**config.mk**
```make
export PLATFORM = sky130hd
export DESIGN_NAME = alu_cmd_sequencer
export DESIGN_NICKNAME = d
export VERILOG_FILES = /design/src/rtl/alu_cmd_sequencer.sv
export SDC_FILE = /design/constraint.sdc
export NUM_CORES = 1
export LEC_CHECK = 0
export CORE_MARGIN = 2
export CORE_UTILIZATION = 50
export DETAILED_ROUTE_END_ITERATION = 8
export PLACE_DENSITY_LB_ADDON = 0.25
export SLEW_MARGIN = 10
export SYNTH_ARGS = -nofsm -noshare
export SYNTH_HDL_FRONTEND = slang
export SYNTH_SLANG_ARGS = --single-unit
```
**constraint.sdc**
```tcl
create_clock -name clk -period 3.35 [get_ports clk]
set_input_delay 0.5025 -clock clk [delete_from_list [all_inputs] [get_ports clk]]
set_output_delay 0.5025 -clock clk [all_outputs]
set_load 0.01 [all_outputs]
```
**src/rtl/alu_cmd_sequencer.sv**
```systemverilog
// alu_cmd_sequencer
//
// Command buffer and result-capture stage around an external combinational
// N-bit ALU. Commands {a, b, sel} are queued in a DEPTH-entry FIFO; the FIFO
// head drives the ALU, and the ALU's sum/carry are captured into a result
// register that is offered downstream.
//
// Handshakes (both sides): a transfer happens on a rising clk edge where
// valid && ready. The producer holds valid and its payload stable until that
// edge; ready never depends combinationally on the same side's valid.
//
// Optional feature: define ALU_CMD_SEQ_FLAGS_EN to build the registered
// out_zero / out_dz flags. When it is undefined both flags are tied to 0.
//
// Ports:
//   clk, rst_n             clock, asynchronous active-low reset
//   in_valid/in_ready      command handshake
//   in_a, in_b, in_sel     command payload (operands, opcode)
//   alu_a, alu_b, alu_sel  FIFO head to the ALU (zero when FIFO empty)
//   alu_sum, alu_cout      ALU results
//   out_valid/out_ready    result handshake
//   out_result, out_carry  registered ALU sum / carry-out
//   out_zero, out_dz       registered flags (flags build only)
//   count                  FIFO occupancy
module alu_cmd_sequencer #(
   parameter int N     = 8,
   parameter int DEPTH = 4
) (
   input  logic                     clk,
   input  logic                     rst_n,
   input  logic                     in_valid,
   output logic                     in_ready,
   input  logic [N-1:0]             in_a,
   input  logic [N-1:0]             in_b,
   input  logic [3:0]               in_sel,
   output logic [N-1:0]             alu_a,
   output logic [N-1:0]             alu_b,
   output logic [3:0]               alu_sel,
   input  logic [N-1:0]             alu_sum,
   input  logic                     alu_cout,
   output logic                     out_valid,
   input  logic                     out_ready,
   output logic [N-1:0]             out_result,
   output logic                     out_carry,
   output logic                     out_zero,
   output logic                     out_dz,
   output logic [$clog2(DEPTH):0]   count
);

   localparam int PW = $clog2(DEPTH);
   localparam int CW = PW + 1;
   localparam logic [CW-1:0] FULL_COUNT = CW'(DEPTH);

   logic [N-1:0] mem_a   [DEPTH];
   logic [N-1:0] mem_b   [DEPTH];
   logic [3:0]   mem_sel [DEPTH];

   logic [PW-1:0] wr_ptr;
   logic [PW-1:0] rd_ptr;
   logic          not_empty;
   logic          push;
   logic          load;

   assign not_empty = (count != '0);

   // Full is judged on the registered count only, so a pop in the same
   // cycle never frees a slot early and out_ready cannot reach in_ready.
   assign in_ready  = rst_n && (count < FULL_COUNT);
   assign push      = in_valid && in_ready;
   assign load      = not_empty && (!out_valid || out_ready);

   assign alu_a   = not_empty ? mem_a[rd_ptr]   : '0;
   assign alu_b   = not_empty ? mem_b[rd_ptr]   : '0;
   assign alu_sel = not_empty ? mem_sel[rd_ptr] : '0;

   // Storage needs no reset: its contents are only visible while count > 0.
   always_ff @(posedge clk) begin
      if (push) begin
         mem_a[wr_ptr]   <= in_a;
         mem_b[wr_ptr]   <= in_b;
         mem_sel[wr_ptr] <= in_sel;
      end
   end

   always_ff @(posedge clk or negedge rst_n) begin
      if (!rst_n) begin
         wr_ptr <= '0;
         rd_ptr <= '0;
         count  <= '0;
      end else begin
         if (push) wr_ptr <= wr_ptr + PW'(1);
         if (load) rd_ptr <= rd_ptr + PW'(1);
         case ({push, load})
            2'b10:   count <= count + CW'(1);
            2'b01:   count <= count - CW'(1);
            default: count <= count;
         endcase
      end
   end

   always_ff @(posedge clk or negedge rst_n) begin
      if (!rst_n) begin
         out_valid  <= 1'b0;
         out_result <= '0;
         out_carry  <= 1'b0;
      end else if (load) begin
         out_valid  <= 1'b1;
         out_result <= alu_sum;
         out_carry  <= alu_cout;
      end else if (out_ready) begin
         // Drain: result fields keep their last value.
         out_valid  <= 1'b0;
      end
   end

`ifdef ALU_CMD_SEQ_FLAGS_EN
   always_ff @(posedge clk or negedge rst_n) begin
      if (!rst_n) begin
         out_zero <= 1'b0;
         out_dz   <= 1'b0;
      end else if (load) begin
         out_zero <= (alu_sum == '0);
         out_dz   <= (alu_sel == 4'b0011) && (alu_b == '0);
      end
   end
`else
   assign out_zero = 1'b0;
   assign out_dz   = 1'b0;
`endif

endmodule

```
; Word level (Yosys, flattened, before mapping)
; Memory sizes are Yosys's and may differ from the RTL's.
; Index checks and enable logic that the tools add are counted.
[word_totals]
in_bits = 33
rom_bits = 0
output_inout_bits = 36
regBits = 17
latchBits = 0
mem_bits_rw = 80
n_memories = 3
[op_classes]
div = 0
n_lt_le_gt_ge = 1
n_mux = 8
n_shift = 0
n_eq_ne = 2
n_bitwise = 0
n_mul = 0
n_addsub = 4
n_reduce_logical = 8
[mem_list]
columns = memory, depth, width, rd, rd_clocked_by_memory_dff, wr, line_no
row1 = mem_a, 4, 8, 1, 0, 1, 54  ; logic [N-1:0] mem_a [DEPTH];
row2 = mem_b, 4, 8, 1, 0, 1, 55  ; logic [N-1:0] mem_b [DEPTH];
row3 = mem_sel, 4, 4, 1, 0, 1, 56  ; logic [3:0] mem_sel [DEPTH];
[ops]
columns = operator, n
row1 = two-way mux 8 bit, 2
row2 = case mux 3 bit (2 select lines), 1
row3 = "adder 2 x 1 -> 2 bit, second input constant", 2
row4 = two-way mux 1 bit, 4
row5 = two-way mux 4 bit, 1
row6 = nonzero test 2 bit, 2
row7 = "adder 3 x 1 -> 3 bit, second input constant", 1
row8 = logical AND 1 bit, 3
row9 = "< comparator 3 bit, second input constant", 1
row10 = nonzero test 3 bit, 1
row11 = "subtractor 3 x 1 -> 3 bit, second input constant", 1
row12 = "equality test 2 x 1 -> 1 bit, second input constant", 1
row13 = "equality test 2 bit, second input constant", 1
row14 = zero test 1 bit, 1
row15 = logical OR 1 bit, 1

; Logic depth before layout (Yosys ltp)
; Gate-level depths: netlist of the first run.
[depth]
word_depth = 5
ltp_mapped = 9
depth_no_buf = 9

; Least setup slack after synthesis of the first run
; Ideal clock, no wire load.
[synth_path]
path_kind = in2reg
from = in out_ready
to = reg count[2]
cell_stages = 9
t_arrival_ns = 1.965
path_buffers = 1
slack_ns = 1.306
cell_sequence = nand2b_1 nor2b_1 buf_6 ha_1 inv_1 fa_1 xor2_1 nor2_1 xor2_1
[synth_via]
elab_chain_cells = 4
elab_cells_between_ends = 6
[synth_lines]
columns = item, line_no
row1 = from (decl), 42  ; input logic out_ready,
row2 = logical OR 1 bit *, 70  ; assign load = not_empty && (!out_valid || out_ready);
row3 = logical AND 1 bit *, 70
row4 = named net load, 62  ; logic load;
row5 = equality test 2 x 1 -> 1 bit or equality test 2 bit (tied branches), 93  ; case ({push, load})
row6 = case mux 3 bit (2 select lines) or nonzero test 2 bit (tied branches), -
row7 = to (signal assigned), 94  ; 2'b10: count <= count + CW'(1);
row8 = to (signal assigned), 95  ; 2'b01: count <= count - CW'(1);
row9 = to (signal assigned), 96  ; default: count <= count;
row10 = to (decl), 47  ; output logic [$clog2(DEPTH):0] count
; Mark *: on every way through the listed nets, which the timed path passes. The rest lies on a longest branch.
; A chain may end at the register's enable or synchronous reset.

; Worst setup path in the final report of the first run
[layout_path]
from = reg rd_ptr[1]
to = out alu_a[7]
[layout_via]
elab_chain_cells = 2
[layout_lines]
columns = item, line_no
row1 = from (decl), 59  ; logic [PW-1:0] rd_ptr;
row2 = from (signal assigned), 92  ; if (load) rd_ptr <= rd_ptr + PW'(1);
row3 = memory (4 x 8 bit), -
row4 = two-way mux 8 bit, 72  ; assign alu_a = not_empty ? mem_a[rd_ptr] : '0;
row5 = to (decl), 36  ; output logic [N-1:0] alu_a,
; Every way passes these cells.

==> results_dict.tcl, run 1 <==
set metrics [dict create \
    powerDensity_nw_per_um2 780 \
    synth_flop_cell "edfxtp_1" \
    grt_pass1_vias 2026 \
    cts_htree_levels 3 \
    synth_warnings 0 \
    grt-ovfl-total 0 \
    grt_start_max_net_pins 21 \
    fillers 575 \
    p_leak_uw 0.00172 \
    first_pass_iters 4 \
    synth_top_family_by_area "multiplexers" \
    ys_seq_elements 97 \
    finalWirelength_mm 6.59 \
    hpwl_mm 4.35 \
    drc 0 \
    syn-cell-area_um2 3860 \
    dieArea_um2 8440 \
    synth-simple-area-share 0.0525 \
    post_drt_via_cell_ratio 5.05 \
    ys_types 25 \
    io_buffers 66 \
    arrival_ps 2220 \
    worstPathMaxFanout 12 \
    fmax_mhz 368 \
    final-hold-violation-count 0 \
    intPower_uw 2660 \
    num_rows 32 \
    final.setup.tns_ps 0 \
    cts_sinks 97 \
    ioPinCount 69 \
    p_sw_uw 1120 \
    pwr-share-seq 0.422 \
    die_h_um 91.9 \
    ant_nets 0 \
    clk_path_buf_depth 2 \
    synthAdderAreaFrac 0.0214 \
    synthCells 188 \
    finClkSkew_ps 11.9 \
    rsz0062_at_grt "false" \
    clock_tree.root_cell "clkbuf_8" \
    drtIter0Drc 124 \
    finalMaxSlewViolations 0 \
    end_kind "primary output" \
    final_cell_area_um2 4840 \
    initial_core_util 0.508 \
    area_growth_syn_to_layout_pct 25.5 \
    synth-xor-area-share 0.0136 \
    finalCritPeriodShare 0.812 \
    antenna_found_initial 0 \
    cts-resized-gates 0 \
    cts_tree "yes" \
    synth_compound_area_frac 0 \
    cts_hold_buffers 0 \
    post-route-min-period_ps 2720 \
    nNetsFinal 307 \
    slew_headroom 0.641 \
    sw_frac_of_total 0.295 \
    async_flop_share 0.175 \
    placed_area_um2 4680 \
    hold_slack_ps 502 \
    synth_edf_count 80 \
    synth.largest_area_cell "edfxtp_1" \
    clk_transition_reported_paths_ps 90 \
    grt_pass1_wl_mm 10.5 \
    r2r_setup_slack_ps 1070 \
    status "finished clean" \
    vdd_drop_max_mv 0.443 \
    coreArea_um2 7610 \
    n_antenna_cell 0 \
    yosysSeqAreaShare 0.732 \
    drive_gt1_frac 0.201 \
    yosys.area.top_type_share 0.622 \
    worst_setup_path_start_kind "flip-flop" \
    synth_area_leaders "edfxtp_1 (62%), mux4_2 (12%), dfrtp_1 (11%)" \
    tightest_slew_ps 539 \
    hp-class "input port to asynchronous set/reset pin" \
    cts_buffers 9 \
    place_congestion 0.680 \
    grt_use_total 0.169 \
    synth_mux_area_frac 0.156 \
    maxCapViolations 0 \
    post-cts-setup-buffers 0 \
    die_w_um 91.9 \
    wire_per_inst_um 17.6 \
    avgSynthCellArea_um2 20.5 \
    setup_viol 0 \
    critical_path_class "flip-flop to primary output" \
    pwr-share-comb 0.402 \
    cp_data_required_time_ps 2850 \
    vias 1894 \
    clk_latency_ps 350 \
    power.share.clock 0.176 \
]
## metal layers
layer,routed length (um),GRT usage
met1,2770,0.217
met2,3470,0.280
met3,213,0.0320
met4,132,0.0833
met5,0,0
## cells by family after synthesis
family / Yosys count
AND/OR/NAND/NOR: 32
buffers and inverters: 15
XOR/XNOR: 6
multiplexers: 31
adder cells (fa/ha/maj): 6
other: 1
flip-flops: 97
## power groups by stage
stage          Sequential, uW  Combinational (uW)  Clock, uW
6_report                 1590                1520        667
3_5_place_dp             1620                1540          0
2_1_floorplan            1610                 853          0
5_1_grt                  1610                1640        734
3_3_place_gp             1620                1520          0
4_1_cts                  1600                1540        682
## cell usage after synthesis, types with 3 or more instances
| master | instances |
|---|---|
| inv_1 | 6 |
| edfxtp_1 | 80 |
| and3_1 | 4 |
| nor2b_1 | 21 |
| buf_6 | 3 |
| dfrtp_1 | 17 |
| mux4_2 | 20 |
| ha_1 | 5 |
| xor2_1 | 4 |
| mux2_4 | 8 |
## cell usage in the layout (no fill, tap or decap), types with 2 or more instances in the layout
cell type / count
edfxtp_1: 80
clkdlybuf4s50_1: 66
nor2b_1: 21
mux4_2: 20
dfrtp_1: 17
buf_4: 11
clkbuf_8: 9
mux2_4: 8
inv_1: 6
ha_1: 5
and3_1: 4
xor2_1: 4
xnor2_1: 2
mux2_2: 2
conb_1: 2
clkbuf_1: 2
inv_6: 2
## final timing paths
| check | cells after the start | start | endpoint |
|---|---|---|---|
| setup / recovery | 4 | rd_ptr[1] | alu_a[7] |
| hold / removal | 2 | rst_n | out_result[6] |
| setup reg to reg | 9 | count[0] | count[2] |
| hold reg to reg | 1 | out_carry | out_carry |
| max in group asynchronous | 2 | rst_n | out_valid |
| min in group clk | 1 | out_carry | out_carry |
## per-stage QoR
| stage | setup WS (ps) | util | total power [uW] | instances |
|---|---|---|---|---|
| 2_1_floorplan | 1310 | - | 2460 | 189 |
| 3_3_place_gp | 892 | 0.615 | 3130 | 359 |
| 3_5_place_dp | 866 | 0.615 | 3160 | 359 |
| 4_1_cts | 598 | 0.637 | 3820 | 375 |
| 5_1_grt | 511 | 0.637 | 3990 | 375 |
| 6_report | 630 | 0.637 | 3780 | 375 |
## final cells by class
type                            count  area (um2)  share of cell area
Clock buffer                       11         131              0.0271
Inverter                            6        22.5             0.00465
Tap cell                          102         128              0.0263
Multi-Input combinational cell     77         955               0.197
Timing Repair Buffer               77         743               0.153
Sequential cell                    97        2830               0.584
Clock inverter                      5        37.5             0.00775
## sequential cells by signal, summed over array words and instances (netlist names)
register,cells
out_result,8
mem_a,32
out_valid,1
rd_ptr,2
out_carry,1
wr_ptr,2
count,3
mem_sel,16
mem_b,32
## worst max-delay path: stages, from the launching register on
cell and delay [ps]:
dfrtp_1 690, buf_4 260, mux4_2 300, nor2b_1 140, clkdlybuf4s50_1 490
No activity file was read; power rests on OpenSTA's default activity.
==> run 2, diff against run 1 <==
clock period = 2.65 ns   (was 3.35 ns; I/O delays follow)
==> results_dict.tcl, run 2 (synthesized netlist as in run 1, its figures left out) <==
set metrics [dict create \
    vdd_drop_max_mv 0.429 \
    reg.largest.list "mem_a (32), mem_b (32), mem_sel (16)" \
    post_drt_via_cell_ratio 5.04 \
    first_pass_iters 4 \
    nNetsFinal 309 \
    p_leak_uw 0.00175 \
    finalMaxSlewViolations 0 \
    r2r-end "count[2]" \
    final_cell_area_um2 4900 \
    antenna_found_initial 0 \
    clock_tree.root_cell "clkbuf_8" \
    endpoint "alu_sel[3]" \
    io_buffers 66 \
    hpwl_mm 4.40 \
    hp-class "input port to asynchronous set/reset pin" \
    dieArea_um2 8440 \
    status "finished clean" \
    cts_buffers 9 \
    ant_nets 0 \
    grt_use_total 0.165 \
    crit_start "rd_ptr[0]" \
    num_rows 32 \
    grt_start_max_net_pins 21 \
    ioPinCount 69 \
    drc 0 \
    cp_data_required_time_ps 2250 \
    initial_core_util 0.508 \
    coreArea_um2 7610 \
    rr_worst_depth 9 \
    cts-resized-gates 0 \
    powerDensity_nw_per_um2 989 \
    cts_htree_levels 3 \
    clk_latency_ps 340 \
    place_congestion 0.687 \
    final_common_cell "edfxtp_1" \
    fmax_mhz 396 \
    worst_setup_path_start_kind "flip-flop" \
    final.setup.tns_ps 0 \
    grt_pass1_wl_mm 10.3 \
    wire_per_inst_um 17.3 \
    setup_ws_ps 122 \
    end_kind "primary output" \
    clk_transition_reported_paths_ps 80 \
    finalCritPeriodShare 0.954 \
    clk_path_buf_depth 2 \
    r2r_setup_slack_ps 700 \
    cts_tree "yes" \
    rsz0062_at_grt "false" \
    dp_slack_ps 294 \
    total_power_uw 4850 \
    arrival_ps 2130 \
    area_growth_syn_to_layout_pct 27.0 \
    drive_gt1_frac 0.207 \
    drtIter0Drc 128 \
    cts_sinks 97 \
    maxCapViolations 0 \
    die_h_um 91.9 \
    post-route-min-period_ps 2530 \
    die_w_um 91.9 \
    final-hold-violation-count 0 \
    post-cts-setup-buffers 0 \
    worstPathMaxFanout 12 \
    finalWirelength_mm 6.53 \
    finClkSkew_ps 7.66 \
    grt-ovfl-total 0 \
    cts_hold_buffers 0 \
    critical_path_class "flip-flop to primary output" \
    placed_area_um2 4720 \
    fin_cells 377 \
    worstReg2RegStart "count[2]" \
    n_antenna_cell 0 \
    final_cell_mix "edfxtp_1 (80), clkdlybuf4s50_1 (66), nor2b_1 (21)" \
    setup_viol 0 \
    grt_pass1_vias 2008 \
    numPlacedInstances 361 \
    vias 1901 \
]
run 2: worst max-delay path, stage by stage (launching register included):
cell and delay [ps]:
dfrtp_1 360, buf_4 250, mux4_2 530, and2b_1 170, clkdlybuf4s50_1 490
run 2: per-layer routing:
layer	part of all wire	routed length, um	up-vias	track usage
met2	0.51	3330	43	0.276
met5	0	0	-	0
met3	0.035	231	11	0.0312
met4	0.015	99	0	0.0622
met1	0.44	2870	971	0.218
li1	-	-	876	-
run 2: how the worst min path moves through the flow:
| stage | start | end | slack, ps |
|---|---|---|---|
| 2_1_floorplan | rst_n | count[0] | 100 |
| 3_3_place_gp | out_carry | out_carry | 490 |
| 3_5_place_dp | out_result[6] | out_result[6] | 490 |
| 4_1_cts | rst_n | count[0] | 420 |
| 5_1_grt | rst_n | out_result[4] | 430 |
| 6_report | rst_n | count[1] | 420 |
run 2: cell type report:
cell class | count | area [um2]
fill | 554 | 2710
inverter | 6 | 22.5
clock inverter | 6 | 58.8
sequential | 97 | 2830
multi-input combinational | 77 | 955
clock buffer | 10 | 128
tap | 102 | 128
timing repair buffer | 79 | 783
run 2: stage by stage:
step,util,hold WS [ps]
2_1_floorplan,-,102
3_3_place_gp,0.620,491
3_5_place_dp,0.620,493
4_1_cts,0.644,420
5_1_grt,0.644,433
6_report,0.644,418
run 2: power by group:
part	internal, uW	total, uW	switching (uW)
registers	1870	1980	113
logic	1170	1970	805
clock network	431	894	464
